==> src/rtl/ps2_host_tx.sv <==
// ps2_host_tx -- host-to-device PS/2 command transmitter.
//
// Sends one byte to a keyboard/mouse: holds the clock low (inhibit), issues the
// request-to-send (data low, clock released), then shifts d0..d7, odd parity and
// stop out on device-generated clock falls and checks the device ack bit.
//
// Ports:
//   clk, reset_n          system clock, asynchronous active-low reset
//   sync_reset            synchronous abort back to IDLE (wins over start)
//   start, data_in[7:0]   one-cycle transmit request and the byte to send
//   busy                  high from an accepted start until done
//   done                  one-cycle pulse at transaction end
//   ack_ok, error         transaction result, valid with done, held until next start
//   rx_inhibit            equals busy; tells the receiver to discard bus traffic
//   ps2_clk, ps2_dat      asynchronous PS/2 pin inputs
//   ps2_clk_drive_low     1 = pull the clock pin low (open-drain enable)
//   ps2_dat_drive_low     1 = pull the data pin low (open-drain enable)
module ps2_host_tx #(
    parameter int unsigned INHIBIT_CYCLES = 12000,
    parameter int unsigned TIMEOUT_CYCLES = 1920000,
    parameter int unsigned FILTER_LEN     = 4
) (
    input  logic       clk,
    input  logic       reset_n,
    input  logic       sync_reset,
    input  logic       start,
    input  logic [7:0] data_in,
    output logic       busy,
    output logic       done,
    output logic       ack_ok,
    output logic       error,
    output logic       rx_inhibit,
    input  logic       ps2_clk,
    input  logic       ps2_dat,
    output logic       ps2_clk_drive_low,
    output logic       ps2_dat_drive_low
);

    localparam int unsigned CNT_MAX = (INHIBIT_CYCLES > TIMEOUT_CYCLES) ? INHIBIT_CYCLES : TIMEOUT_CYCLES;
    localparam int unsigned CW      = $clog2(CNT_MAX + 1);
    localparam int unsigned FW      = (FILTER_LEN > 1) ? $clog2(FILTER_LEN) : 1;

    localparam logic [CW-1:0] INH_LAST  = CW'(INHIBIT_CYCLES - 1);
    localparam logic [CW-1:0] TO_LAST   = CW'(TIMEOUT_CYCLES - 1);
    localparam logic [FW-1:0] FILT_LAST = FW'(FILTER_LEN - 1);

    typedef enum logic [2:0] {
        S_IDLE,
        S_INHIBIT,
        S_REQ,
        S_SEND,
        S_RELEASE,
        S_DONE
    } state_t;

    // ------------------------------------------------------------------
    // Pin conditioning: 2-flop synchronizers, clock glitch filter, fall pulse
    // ------------------------------------------------------------------
    logic          clk_meta_q, clk_sync_q, dat_meta_q, dat_sync_q;
    logic          clk_filt_q, clk_filt_d;
    logic [FW-1:0] filt_cnt_q, filt_cnt_d;
    logic          fall_q, fall_d;

    always_ff @(posedge clk or negedge reset_n) begin
        if (!reset_n) begin
            clk_meta_q <= 1'b1;
            clk_sync_q <= 1'b1;
            dat_meta_q <= 1'b1;
            dat_sync_q <= 1'b1;
            clk_filt_q <= 1'b1;
            filt_cnt_q <= '0;
            fall_q     <= 1'b0;
        end else begin
            clk_meta_q <= ps2_clk;
            clk_sync_q <= clk_meta_q;
            dat_meta_q <= ps2_dat;
            dat_sync_q <= dat_meta_q;
            clk_filt_q <= clk_filt_d;
            filt_cnt_q <= filt_cnt_d;
            fall_q     <= fall_d;
        end
    end

    // The filtered clock flips on the FILTER_LEN-th consecutive sample that
    // disagrees with it; any agreeing sample restarts the run.
    always_comb begin
        clk_filt_d = clk_filt_q;
        filt_cnt_d = '0;
        fall_d     = 1'b0;
        if (clk_sync_q != clk_filt_q) begin
            if (filt_cnt_q == FILT_LAST) begin
                clk_filt_d = clk_sync_q;
                fall_d     = ~clk_sync_q;
            end else begin
                filt_cnt_d = filt_cnt_q + 1'b1;
            end
        end
    end

    // ------------------------------------------------------------------
    // Transmit FSM
    // ------------------------------------------------------------------
    state_t        state_q, state_d;
    logic [CW-1:0] cnt_q, cnt_d;      // inhibit length, then timeout
    logic [3:0]    idx_q, idx_d;      // index of the bit currently presented
    logic [9:0]    frame_q, frame_d;  // {stop, parity, d7..d0}; bit 0 is on the wire
    logic          nack_q, nack_d;
    logic          ack_q, ack_d;
    logic          err_q, err_d;

    always_ff @(posedge clk or negedge reset_n) begin
        if (!reset_n) begin
            state_q <= S_IDLE;
            cnt_q   <= '0;
            idx_q   <= '0;
            frame_q <= '1;
            nack_q  <= 1'b0;
            ack_q   <= 1'b0;
            err_q   <= 1'b0;
        end else if (sync_reset) begin
            state_q <= S_IDLE;
            cnt_q   <= '0;
            idx_q   <= '0;
            frame_q <= '1;
            nack_q  <= 1'b0;
            ack_q   <= 1'b0;
            err_q   <= 1'b0;
        end else begin
            state_q <= state_d;
            cnt_q   <= cnt_d;
            idx_q   <= idx_d;
            frame_q <= frame_d;
            nack_q  <= nack_d;
            ack_q   <= ack_d;
            err_q   <= err_d;
        end
    end

    always_comb begin
        state_d = state_q;
        cnt_d   = cnt_q;
        idx_d   = idx_q;
        frame_d = frame_q;
        nack_d  = nack_q;
        ack_d   = ack_q;
        err_d   = err_q;

        case (state_q)
            S_IDLE: begin
                if (start) begin
                    frame_d = {1'b1, ~^data_in, data_in};
                    cnt_d   = '0;
                    ack_d   = 1'b0;
                    err_d   = 1'b0;
                    state_d = S_INHIBIT;
                end
            end

            S_INHIBIT: begin
                if (cnt_q == INH_LAST) begin
                    cnt_d   = '0;
                    idx_d   = '0;
                    state_d = S_REQ;
                end else begin
                    cnt_d = cnt_q + 1'b1;
                end
            end

            S_REQ, S_SEND, S_RELEASE: begin
                // Timeout is checked first so it also wins over a same-cycle ack sample.
                if (cnt_q == TO_LAST) begin
                    ack_d   = 1'b0;
                    err_d   = 1'b1;
                    state_d = S_DONE;
                end else begin
                    cnt_d = cnt_q + 1'b1;
                    if (state_q == S_REQ) begin
                        if (fall_q) begin
                            idx_d   = '0;
                            state_d = S_SEND;
                        end
                    end else if (state_q == S_SEND) begin
                        if (fall_q) begin
                            if (idx_q == 4'd9) begin
                                // Fall after the stop bit: device drives the ack.
                                nack_d  = dat_sync_q;
                                state_d = S_RELEASE;
                            end else begin
                                idx_d   = idx_q + 1'b1;
                                frame_d = {1'b1, frame_q[9:1]};
                            end
                        end
                    end else begin
                        if (dat_sync_q && clk_filt_q) begin
                            ack_d   = ~nack_q;
                            err_d   = nack_q;
                            state_d = S_DONE;
                        end
                    end
                end
            end

            S_DONE: begin
                state_d = S_IDLE;
            end

            default: begin
                state_d = S_IDLE;
            end
        endcase
    end

    // Outputs decode straight from state so any reset releases the pins at once.
    always_comb begin
        busy              = (state_q != S_IDLE);
        rx_inhibit        = (state_q != S_IDLE);
        done              = (state_q == S_DONE);
        ack_ok            = ack_q;
        error             = err_q;
        ps2_clk_drive_low = (state_q == S_INHIBIT);
        ps2_dat_drive_low = 1'b0;
        case (state_q)
            S_INHIBIT: ps2_dat_drive_low = (cnt_q == INH_LAST);
            S_REQ:     ps2_dat_drive_low = 1'b1;
            S_SEND:    ps2_dat_drive_low = ~frame_q[0];
            default:   ps2_dat_drive_low = 1'b0;
        endcase
    end

endmodule
==> config.mk <==
export PLATFORM = sky130hd
export DESIGN_NAME = ps2_host_tx
export DESIGN_NICKNAME = d
export VERILOG_FILES = /design/src/rtl/ps2_host_tx.sv
export SDC_FILE = /design/constraint.sdc
export NUM_CORES = 1
export LEC_CHECK = 0
export ABC_CLOCK_PERIOD_IN_PS = 5700
export BUFFER_PORTS_ARGS = -buffer_cell sky130_fd_sc_hd__clkbuf_2
export CAP_MARGIN = 20
export CORE_ASPECT_RATIO = 1.5
export CORE_UTILIZATION = 40
export CTS_BUF_LIST = sky130_fd_sc_hd__clkbuf_8
export DETAILED_ROUTE_END_ITERATION = 7
export GPL_TIMING_DRIVEN = 0
export PLACE_DENSITY = 0.58
export SETUP_SLACK_MARGIN = 0.5
export SYNTH_ARGS = -nofsm -noshare
export SYNTH_HDL_FRONTEND = slang
export SYNTH_SLANG_ARGS = --single-unit
==> constraint.sdc <==
create_clock -name clk -period 5.7 [get_ports clk]
set_input_delay 1.14 -clock clk [delete_from_list [all_inputs] [get_ports clk]]
set_output_delay 1.14 -clock clk [all_outputs]
set_load 0.005 [all_outputs]
Word level (Yosys, flattened, before mapping)
Index checks and enable logic that the tools add are counted.

operators by class
  $add $sub $neg = 3
  eq/ne operators = 30
  multiplexer cells = 58
  bitwise logic cells = 3
  reductions and logical operators = 19

operators with widths
  kind                     number
  $mux W21                 4
  $mux W10                 7
  $pmux W21 S3             1
  $mux W4                  8
  $mux W3                  10
  $ne A4 B4 Y1 const B     7
  $add A21 B1 Y21 const B  1
  $eq A21 B14 Y1 const B   1
  $eq A21 B21 Y1 const B   1
  $mux W1                  20
  $pmux W10 S2             1
  $ne A3 B3 Y1 const B     6
  $reduce_and A7 Y1        2
  $ne A6 B6 Y1 const B     2
  $reduce_and A6 Y1        2
  $ne A5 B5 Y1 const B     2
  $pmux W3 S3              1
  $reduce_bool A3 Y1       3
  $pmux W4 S2              1
  $reduce_bool A2 Y1       4
  $reduce_xnor A8 Y1       1
  $eq A3 B2 Y1 const B     2
  $eq A3 B3 Y1 const B     2
  $reduce_and A5 Y1        1
  18 further kinds         23

word-level totals
  register bits = 49
  input port bits = 14
  word-level logic and storage cells = 127

Logic depth before layout (Yosys ltp)
Gate-level depths: netlist (run 1).

  depth in word-level cells = 8
  depth in mapped cells = 8
  mapped depth without buffers = 7

Least setup slack after synthesis (run 1)
No wires, ideal clock.

  path type = register to output
  from = register cnt_q[12]
  to = output ps2_dat_drive_low
  data arrival time = 1.980 ns
  required time = 4.560 ns
  slack = 2.580 ns
  stages on the path, launching flop included = 6
  cell sequence = dfrtp_1 or4b_4 or4_4 nor2_1 a21oi_1 a311oi_1

between the ends
  longest elaborated chain between the ends = 2

ends and longest elaborated chain
  what                      RTL line  RTL
  start: declaration        104       logic [CW-1:0] cnt_q, cnt_d;
  start signal: assignment  130       cnt_q <= cnt_d;
  $eq A21 B14 Y1            223       S_INHIBIT: ps2_dat_drive_low = (cnt_q == INH_LAST);
  $pmux W1 S3               222       case (state_q)
  end: declaration          36        output logic ps2_dat_drive_low

Every way passes these cells.

Final worst setup path (run 1)
Ends and elaborated chain as after synthesis.

==> results of run 1 <==
stage by stage:
stage | power (mW) | hold slack [ps] | std cells | util, % | instance area [um^2]
3_5_place_dp | 0.5348 | 347.9 | 435 | 44.53 | 3197
3_3_place_gp | 0.5308 | 345.7 | 434 | 44.25 | 3177
5_1_grt | 0.8214 | 362.5 | 443 | 46.08 | 3308
4_1_cts | 0.7933 | 355.8 | 443 | 46.08 | 3308
6_report | 0.7795 | 349.7 | 443 | 46.08 | 3308
2_1_floorplan | 0.4889 | 345.2 | 315 | - | 2957
power by group through the flow:
stage	clock [mW]	sequential (mW)	combinational, mW
final	0.252	0.385	0.142
after global routing	0.273	0.388	0.160
after global placement	0	0.391	0.140
after CTS	0.264	0.385	0.144
after detailed placement	0	0.391	0.143
after floorplan	0	0.388	0.101
final timing paths:
| path | startpoint | end | slack (ps) | cells after the start |
|---|---|---|---|---|
| min in group asynchronous | reset_n | fall_q | 750 | 1 |
| worst min register to register | dat_meta_q | dat_sync_q | 350 | 0 |
| max in group asynchronous | reset_n | clk_sync_q | 4360 | 2 |
| worst max-delay path | cnt_q[12] | ps2_dat_drive_low | 2000 | 6 |
| worst max register to register | cnt_q[12] | cnt_q[7] | 2920 | 7 |
| worst min-delay path | dat_meta_q | dat_sync_q | 350 | 0 |
cells in the final DEF, fill, tap and decap left out, drive strengths merged, types with 11 or more instances in the layout:
cell type and count:
clkbuf 37, dfrtp 34, nand2 32, nor2 26
a21oi 16, dfstp 14, xnor2 13, mux2 13
inv 11, nand3 11
worst register-to-register path, delay by kind of cell (launching register included):
family | cells | cell delay [ps]
simple gates | 4 | 1530
compound gates | 1 | 280
flops | 1 | 420
buf+inv | 2 | 450
flip-flops by register name, indices dropped and copies added (netlist names):
register    cells
frame_q         9
cnt_q          21
idx_q           4
dat_meta_q      1
filt_cnt_q      2
state_q         3
ack_ok          1
error           1
fall_q          1
nack_q          1
clk_sync_q      1
clk_filt_q      1
clk_meta_q      1
dat_sync_q      1
cells by family after synthesis:
| group | share of synthesized area (%) |
|---|---|
| compound gates | 16.25 |
| xor+xnor | 3.851 |
| fa+ha+maj | 1.693 |
| buf+inv | 4.401 |
| flops | 41.22 |
| mux | 6.306 |
| simple gates | 26.28 |
area by class of cell:
cell class	instances	area (um^2)	share of cell area (%)
flip-flops and latches	48	1219	36.84
multi-input cells	237	1608	48.60
repair buffers	20	115.1	3.480
well taps	100	125.1	3.782
clock inverters	3	42.54	1.286
plain buffers	19	88.84	2.685
inverters	11	41.29	1.248
clock buffers	5	68.82	2.080
routing by layer:
metal  up-vias  share of wire [%]  GRT usage [%]
met1      1185                 40          21.16
li1       1205                  -              -
met5         -                  0              0
met4         0                3.4          10.64
met3        22                3.3          3.184
met2        65                 54          35.31
==> impl.org, run 1 <==
** Cells and area
- In the final layout, the share of cells above drive strength 1 is 22.16%.
- Ant diodes :: 0
- # fillers :: 705
- Final net count :: 360
- Relative to the synthesized area, the layout overhead comes to 11.89%.

** Timing
- Final worst slack :: 1999 ps
- Rel. slew slack :: 41.24%
- The max-slew violation count is 0.
- In the finished design, the share of the clock period the worst path needs comes to 64.93%.
- Setup violations remaining at the end of the flow were counted as 0.
- Min Clock Period, post-route :: 3701 ps
- For this run, the top clock speed supported by timing is 270.2 MHz.
- Summed over all failing endpoints, the final setup total negative slack is 0 ps.
- Worst-Margin Slew :: 876.2 ps
- Setup repair after global routing left no endpoint under its margin.
- Max Clock Skew :: 9.872 ps
- The final hold violation count came to 0.

** Place
- OpenSTA, run right after detailed placement, puts the worst setup slack at 2347 ps.
- Global placer's final weighted congestion :: 0.8194
- After legalization and detailed placement, the total HPWL measured 5163 um.
- Count of port buffers added during placement :: 19

** Floorplanning
- Top-level port count :: 21
- After floorplanning, the core was divided into 38 placement rows.
- Initial cell density of the core :: 41.18%
- The die is 72.20 um wide.
- Die Outline Area :: 7746 um^2
- Measured along the y axis, the die boundary spans 107.3 um.
- Core region area :: 7179 um^2

** Setup path
- Setup crit end kind :: output pin
- Data arrival time of the worst path :: 2560 ps
- Broken down by cell family, the worst path's largest delay share belongs to simple AND/OR/NAND/NOR gates.
- Cell chain of the critical path :: or4b_4 > or4_4 > nor2_1 > a21oi_1 > a311oi_1 > clkbuf_2
- Worst setup path category :: reg2out
- Kind of launch point of the worst setup path :: flip-flop
- On the critical path, the stage with the largest delay is an instance of or4_4.
- For this run, the slowest stage of the critical path takes 590 ps.
- Counting both buffers and inverters, the worst setup path holds a total of 1.
- Critical Path Fanout Max :: 5
- CP Data Required Time :: 4560 ps

** Synth
- The average instance in the mapped netlist occupies 9.386 um^2.
- Cells after Synth :: 315
- Post-synth net total :: 333
- The largest total area in the synthesized netlist belongs to dfrtp_1.
- Of the synthesized area, sequential elements account for 41.22%.
- Cells taking the most area after synthesis :: dfrtp_1 (29%), dfstp_2 (12%), mux2_2 (5.0%), nand2_1 (4.1%), xnor2_1 (3.9%)
- In the synthesized netlist the async set-or-reset flop fraction comes to 100.0%.
- Total of flip-flops plus latches after synthesis :: 48
- Summed over its instances, the top area cell type makes up 28.78% of the synthesized netlist area.
- Cell with the most instances after synthesis :: dfrtp_1
- Number of enable-type register cells in the synthesized netlist :: 0
- Yosys warning count :: 0
- The cell area that synthesis handed to floorplanning was 2957 um^2.
- Number of distinct library cells after synthesis :: 62
- The most used flip-flop cell after synthesis is dfrtp_1.
- Cell types with the highest counts after synthesis :: dfrtp_1 (34), nand2_1 (32), nor2_1 (24)

** Clocking
- Post-CTS Setup Repair Bufs :: 0
- CTS saw 48 sinks.
- H-tree depth reported by CTS :: 2
- TritonCTS built the clock tree.
- Number of buffers on the longest clock path :: 2
- Root Buffer Master :: clkbuf_8
- Clock-pin slew of the registers on the worst-case setup and hold paths :: 100 ps
- For the worst-skew pair, the clock arrives at the later sink with an insertion delay of 310 ps.
- In this run, post-CTS hold repair placed 0 buffers.
- Cts repair resizes :: 0
- CTS buffer count :: 5

** Global route
- The first global-routing pass estimated 11,720 um of wire.
- Vias in the first global route :: 2,508
- Remaining Overflow, GRT :: 0
- Pin count of the biggest net entering global routing :: 34
- Global routing consumed, over all layers together, 19.52% of the routing resources.
- The number of antenna violations at the first check in global routing is 0.

** Power and ir drop
- Total internal power :: 0.5651 mW
- In this run, the combinational gates consume 18.2% of the power.
- Total leakage power :: 1.338 nW
- The clock network is responsible for 32.4% of the overall power.
- The worst-case IR drop observed on VDD is 0.1214 mV.
- Proportion of total power due to net switching :: 27.50%
- Power density cells :: 235.6 nW/um^2
- In this run the power spent charging and discharging nets is 0.2144 mW.
- Fraction of power consumed by sequential logic :: 49.4%

** Drt
- Starting DRT DRC Count :: 153
- Dividing the detail-routed wire length by the instance count gives 15.59 um.
- Routed via count :: 2,477
- Dividing the detail-routed via count by the number of cells gives 5.591.
- Antenna-violating nets left :: 0
- Overall routed net length :: 6906 um
- The first TritonRoute pass finished after 5 iterations.
- After detailed routing, the number of remaining DRC violations is 0.

** Job
- Max-cap viol count :: 0

** Outcome
- The run finished with clean final reports.

** Worst hold path
- Hold WC Path Type :: reg2reg
Note: power is estimated with default switching activity, not from simulation.
==> run 2, diff against run 1 <==
ABC_CLOCK_PERIOD_IN_PS = 3500   (was 5700)
clock period = 3.5 ns   (was 5.7 ns; I/O delays follow)
==> run 2 against run 1 <==
Total power is 65% higher. Largest power group unchanged. Clock skew grew 1.6 ps. Utilization rose by 1.4 points. Sequential power up 63%. Sequential share of layout area is 1.1 points lower. Via count grew 2.1%.
==> impl.org, run 2 (synthesis gave the netlist of run 1 again) <==
** Global route
- Vias in the first global route :: 2,562 (+2.2%)
- Number of antenna violations at the first check in global routing :: 0 (unchanged)
- The global-route wire length before repair was 11,920 um (+1.7%).
- The global-route usage over all layers is 19.83% (+0.31 points).
- Remaining Overflow, GRT :: 0 (unchanged)
- Pin count of the biggest net entering global routing :: 34 (unchanged)

** Drt
- The via density per instance is 5.570 (-0.37%).
- Overall routed net length :: 7127 um (+3.2%)
- Routed via count :: 2,529 (+2.1%)
- The first-iteration detailed-routing DRC count is 155 (+1.3%).
- Count of unresolved DRC violations after routing :: 0 (unchanged)
- The first-pass iteration count of the detailed router is 4 (-1).
- The post-route antenna net violation count was 0 (unchanged).
- Routed len/inst :: 15.70 um (+0.70%)

** Floorplanning
- The starting density of the core came to 41.18% (unchanged).
- Die width :: 72.20 um (unchanged)
- Chip height :: 107.3 um (unchanged)
- The number of rows in the core area is 38 (unchanged).
- The die area is 7746 um^2 (unchanged).
- The number of top-level design ports is 21 (unchanged).
- Core region area :: 7179 um^2 (unchanged)

** Clocking
- The clock-pin slew of the registers on the worst-case setup and hold paths came to 100 ps (about the same).
- Clk sinks :: 48 (unchanged)
- The number of buffers created by CTS was 5 (unchanged).
- H-tree depth reported by CTS :: 2 (unchanged)
- The deepest clock path buffer count is 2 (unchanged).
- The worst-skew pair later-pin latency came to 310 ps (about the same).
- TritonCTS built the clock tree.
- In this run the clock root is driven by a clkbuf_8.

** Timing
- Rel. slew slack :: 41.12% (-0.12 points)
- The setup slack after layout is 355.5 ps (-1644 ps).
- The final hold violation count came to 0 (unchanged).
- Aggregate negative setup slack :: 0 ps (unchanged)
- Post-Route Hold Slack :: 314.1 ps (-35.66 ps)
- The transition at the pin with the smallest max-transition slack came to 878.0 ps (+1.792 ps).
- Of the available clock period, the critical path in the final layout requires 89.84%.
- The clock skew came to 11.50 ps (+1.626 ps).
- Unrepaired setup endpoints after global routing :: yes
- Counting I/O delays and the setup requirement, the final critical path takes 3144 ps.
- Fmax :: 318.0 MHz
- The max-slew violation count was 0 (unchanged).
- The final-report setup violation count is 0 (unchanged).

** Setup path
- The data arrival time of the worst path is 2440 ps (-120 ps).
- The critical path is of the reg2out type.
- The maximum fanout along the worst path was 3 (-2).
- Kind of launch point of the worst setup path :: flip-flop
- The maximum cell stage delay along the critical path came to 590 ps (about the same).
- Cell chain of the critical path :: or4b_4 > or4_4 > nor2_4 > a21oi_2 > a311oi_2 > buf_2
- STA classifies the critical path endpoint as an output pin.
- Critical-path cell with the highest stage delay :: or4_4
- CP Data Required Time :: 2800 ps (-1760 ps)
- The count of cells along the worst register-to-register path came to 7 (unchanged).

** Cells and area
- Leading cell type in the layout, fill and taps excluded :: dfrtp_1
- The fill cell instance count of the final layout came to 700 (-0.71%).
- Ant diodes :: 0 (unchanged)
- The footprint of the flip-flops and latches was 1219 um^2 (unchanged).
- Highest-count cells in the layout ignoring fill and taps :: dfrtp_1 (34), nand2_1 (32), nor2_1 (23), clkbuf_2 (18), a21oi_1 (15)
- Top register by number of flip-flops :: cnt_q
- The total area of multi-input combinational cells came to 1628 um^2 (+1.2%).
- Compared with the post-synthesis result, the final layout area differs by 15.36%.
- Top flop regs :: cnt_q (21), frame_q (9), idx_q (4)
- The share of final-layout standard cells stronger than drive strength 1 came to 25.71% (+3.5 points).
- The number of nets in the layout was 371 (+3.1%).
- The flip-flop count of the largest register after layout was 21 (unchanged).
- Final Non-Filler Cells :: 454 (+2.5%)

** Job
- The number of violations of the max-capacitance limit came to 0 (unchanged).

** Place
- Placement Setup Slack :: 587.2 ps (-1760 ps)
- Post-DP HPWL :: 5163 um (unchanged)
- The cell count after placement came to 435 (unchanged).
- The count of buffers inserted at the top-level ports came to 19 (unchanged).
- The final RePlAce weighted congestion was 0.8194 (unchanged).

** Power and ir drop
- The worst voltage drop across the vdd grid was 0.1968 mV (+62%).
- The ratio of total power to cell area came to 376.2 nW/um^2 (+60%).
- The total chip power is 1.283 mW (+65%).
- Total leakage power :: 1.397 nW (+4.4%)

** Outcome
- The flow ran to the end, and the final reports show no timing, DRC or antenna violations.

** Worst hold path
- The path class of the tightest hold or removal check is in2async.
run 2: final timing paths:
path | from | end | slack (ps)
setup / recovery | cnt_q[17] | ps2_dat_drive_low | 360
hold / removal | reset_n | fall_q | 310
setup reg to reg | cnt_q[17] | cnt_q[7] | 730
hold reg to reg | dat_meta_q | dat_sync_q | 350
max in group asynchronous | reset_n | clk_sync_q | 2590
min in group clk | dat_meta_q | dat_sync_q | 350
run 2: area by class of cell:
class	count	area share, %
plain buffers	19	2.605
clock buffers	5	2.018
clock inverters	3	1.247
inverters	11	1.211
multi-input cells	237	47.73
flip-flops and latches	48	35.73
well taps	100	3.668
repair buffers	31	5.796
run 2: layer usage:
metal  routed length, um  vias to the layer above  part of all wire, %  GRT usage (%)
li1                    -                     1236                    -              -
met1                2873                     1212                   40          21.45
met2                3832                       64                   54          36.58
met3                 202                       17                  2.8          3.184
met4                 219                        0                  3.1          9.524
met5                   0                        -                    0              0
run 2: what timing repair did:
action,CTS,global route
endpoints found under the setup margin,1,1
hold buffers,0,0
buffers inserted,7,4
cloned,0,0
pin swaps,2,5
endpoints found under the hold margin,0,0
resized for setup,3,3
run 2: critical path, delay by kind of cell (launching register included):
| kind | cells | cell delay (ps) |
|---|---|---|
| AO/OA/AOI/OAI | 2 | 300 |
| buffers and inverters | 1 | 140 |
| flip-flops | 1 | 410 |
| AND/OR/NAND/NOR | 3 | 1290 |
run 2: power breakdown:
part           switching [mW]  internal [mW]
Combinational           0.133          0.108
Sequential             0.0210          0.606
Clock                   0.204          0.212
Total                   0.358          0.925
run 2: metrics by stage:
step                cell area [um^2]  util, %
finish                          3411    47.51
global route                    3411    47.51
CTS                             3371    46.95
detailed placement              3197    44.53
global placement                3177    44.25
floorplan                       2957        -
==> run 3, diff against run 2 <==
BUFFER_PORTS_ARGS = unset   (was -buffer_cell sky130_fd_sc_hd__clkbuf_2)
DONT_BUFFER_PORTS = 1   (was unset)
PLACE_DENSITY = 0.55   (was 0.58)
==> run 3 against run 2 <==
Utilization is 1.9 points lower. Count of clock-buffer cells in the layout unchanged. Routed wire length up 0.66%. Non-clock buffer count decreased by 24. First-iteration DRC count decreased by 31%. Combinational power fell by 12%. Worst setup slack gained 100 ps. Critical path depth shrank 1. Global-route usage is 0.13 points higher.
==> impl.org, run 3 (synthesis gave the netlist of run 1 again) <==
** Outcome
- Status :: completed

** Drt
- The post-route antenna net violation count came to 0 (unchanged).
- Starting DRT DRC Count :: 107 (-31%)
- The via density per instance came to 5.728 (+2.8%).
- The first-pass iteration count of the detailed router was 4 (unchanged).
- Routed via count :: 2,463 (-2.6%)
- The detailed-route wire length per cell came to 16.68 um (+6.3%).
- The total length of routed wires was 7174 um (+0.66%).
- The DRC violations left was 0 (unchanged).

** Power and ir drop
- The worst voltage drop across the vdd grid was 0.2372 mV (+20%).
- The leakage dissipation came to 1.287 nW (-7.8%).
- Power density cells :: 378.8 nW/um^2 (+0.68%)

** Clocking
- The deepest clock path buffer count is 2 (unchanged).
- Clock-pin slew of the registers on the worst-case setup and hold paths :: 90 ps (about the same)
- In this run the clock root is driven by a clkbuf_8.
- The total number of clock tree sinks came to 48 (unchanged).
- H-tree depth reported by CTS :: 2 (unchanged)
- TritonCTS clock tree :: done
- The number of buffers created by CTS came to 5 (unchanged).
- Insertion delay of the later-clocked pin in the worst-skew pair :: 300 ps (about the same)

** Global route
- Vias in the first global route :: 2,485 (-3.0%)
- Number of antenna violations at the first check in global routing :: 0 (unchanged)
- The maximum number of pins on one net before global-route repair came to 49 (+44%).
- The global-route usage over all layers was 19.96% (+0.13 points).
- Remaining Overflow, GRT :: 0 (unchanged)
- Wire length of the first global-routing pass :: 11,890 um (-0.23%)

** Cells and area
- Top register by number of flip-flops :: cnt_q
- Leaving out fill and tap cells, the most frequent cell in the layout is dfrtp_1.
- The number of antenna cells inserted is 0 (unchanged).
- The share of final-layout standard cells stronger than drive strength 1 is 20.30% (-5.4 points).
- Final Non-Filler Cells :: 430 (-5.3%)
- From synthesis to final layout, the design area changed by 10.71%.
- The total non-filler cell area in the finished layout was 3273 um^2 (-4.0%).
- Top flop regs :: cnt_q (21), frame_q (9), idx_q (4)
- The number of nets in the layout is 347 (-6.5%).
- Highest-count cells in the layout ignoring fill and taps :: dfrtp_1 (33), nand2_1 (32), nor2_1 (23), a21oi_1 (15), dfstp_2 (14)
- # fillers :: 723 (+3.3%)
- The flip-flop count of the largest register after layout is 21 (unchanged).

** Place
- The cell count after placement is 415 (-4.6%).
- The count of buffers inserted at the top-level ports came to 0 (-19).
- The half-perimeter wire length after placement came to 5096 um (-1.3%).
- The total placed instance area is 3082 um^2 (-3.6%).
- The final RePlAce weighted congestion is 0.8192 (about the same).

** Timing
- Rel. slew slack :: 40.04% (-1.1 points)
- The minimum clock period after layout came to 3044 ps (-100.3 ps).
- Aggregate negative setup slack :: 0 ps (unchanged)
- The post-route worst hold slack was 83.37 ps (-230.7 ps).
- The max-slew violation count is 0 (unchanged).
- Final Hold Vio Count :: 0 (unchanged)
- The post-route clock period utilization came to 86.98% (-2.9 points).
- The clock skew is 10.46 ps (-1.042 ps).
- The highest clock rate came to 328.5 MHz (+3.3%).
- Unrepaired setup endpoints after global routing :: yes
- Worst-Margin Slew :: 894.0 ps (+16.05 ps)
- Number of failing setup endpoints in the final timing report :: 0 (unchanged)

** Floorplanning
- The number of rows in the core area came to 38 (unchanged).
- The vertical die dimension is 107.3 um (unchanged).
- Die Outline Area :: 7746 um^2 (unchanged)
- Die width :: 72.20 um (unchanged)
- Core region area :: 7179 um^2 (unchanged)
- The number of top-level design ports is 21 (unchanged).
- The starting density of the core is 41.18% (unchanged).

** Job
- The number of violations of the max-capacitance limit was 0 (unchanged).

** Setup path
- Critical Path Fanout Max :: 3 (unchanged)
- The worst register-to-register path begins at state_q[0].
- Critical-path cell with the highest stage delay :: or4_4
- The slack of the worst reg-to-reg path is 690 ps (-40 ps).
- Peak per-stage delay on the critical path :: 570 ps (-20 ps)
- The data arrival time of the worst path was 2340 ps (-100 ps).
- Kind of launch point of the worst setup path :: flip-flop
- Setup crit end kind :: output pin
- Worst setup path category :: reg2out
- Reg2Reg Depth :: 6 (-1)
- The required time reported for the critical path endpoint was 2800 ps (about the same).
- Traced cell by cell, the critical path runs through or4b_4 > or4_4 > nor2_4 > a21oi_2 > a311oi_2.
- RR Endpoint :: cnt_q[0]

** Worst hold path
- Hold WC Path Type :: in2async
[run 3: cell count changes in the layout (fill, tap and decap cells not counted), sizes merged]
cell	delta
clkbuf	-18
clkinvlp	-1
inv	+1
buf	-6
[run 3: how the worst max path moves through the flow]
stage / from / end / slack [ps]
global route: cnt_q[1] / ps2_dat_drive_low / 390
floorplan: cnt_q[12] / ps2_dat_drive_low / 820
CTS: cnt_q[17] / ps2_dat_drive_low / 510
global placement: cnt_q[12] / ps2_dat_drive_low / 650
finish: cnt_q[17] / ps2_dat_drive_low / 460
detailed placement: cnt_q[12] / ps2_dat_drive_low / 660
[run 3: metrics by stage]
step | setup slack (ps) | util (%) | total power, mW
after floorplan | 820.1 | - | 0.7962
after global placement | 650.1 | 42.92 | 0.8394
after detailed placement | 661.9 | 42.92 | 0.8467
after CTS | 510.3 | 44.86 | 1.253
after global routing | 390.5 | 45.59 | 1.302
final | 455.8 | 45.59 | 1.240
[run 3: cell type report]
cell class              instances  area (um^2)  area share, %
clock buffers                   5        68.82          2.102
repair buffers                  7        52.55          1.606
well taps                     100        125.1          3.823
flip-flops and latches         48         1220          37.27
plain buffers                  19        88.84          2.714
inverters                      11        41.29          1.261
multi-input cells             237         1638          50.04
clock inverters                 3        38.79          1.185
[run 3: what timing repair did]
item | in CTS | in global routing
pin swaps | 2 | 5
setup buffers | 3 | 4
resized for setup | 2 | 5
setup endpoints to repair | 1 | 1
hold buffers | 0 | 0
[run 3: critical path: cells and delay by family, from the launching register on]
family          cells  cell delay, ps
simple gates        3            1260
flops               1             420
compound gates      2             370
[run 3: where the power goes]
part           internal, mW  total, mW  switching (mW)
clock network         0.210      0.400           0.190
logic                0.0952      0.212           0.117
registers             0.606      0.628          0.0223
[run 3: routing by layer]
| layer | part of all wire (%) | vias up | routed length, um | track usage [%] |
|---|---|---|---|---|
| li1 | - | 1182 | - | - |
| met1 | 40 | 1229 | 2896 | 22.03 |
| met2 | 55 | 43 | 3929 | 36.65 |
| met3 | 2.8 | 9 | 204 | 2.996 |
| met4 | 2.0 | 0 | 144 | 9.244 |
| met5 | 0 | - | 0 | 0 |
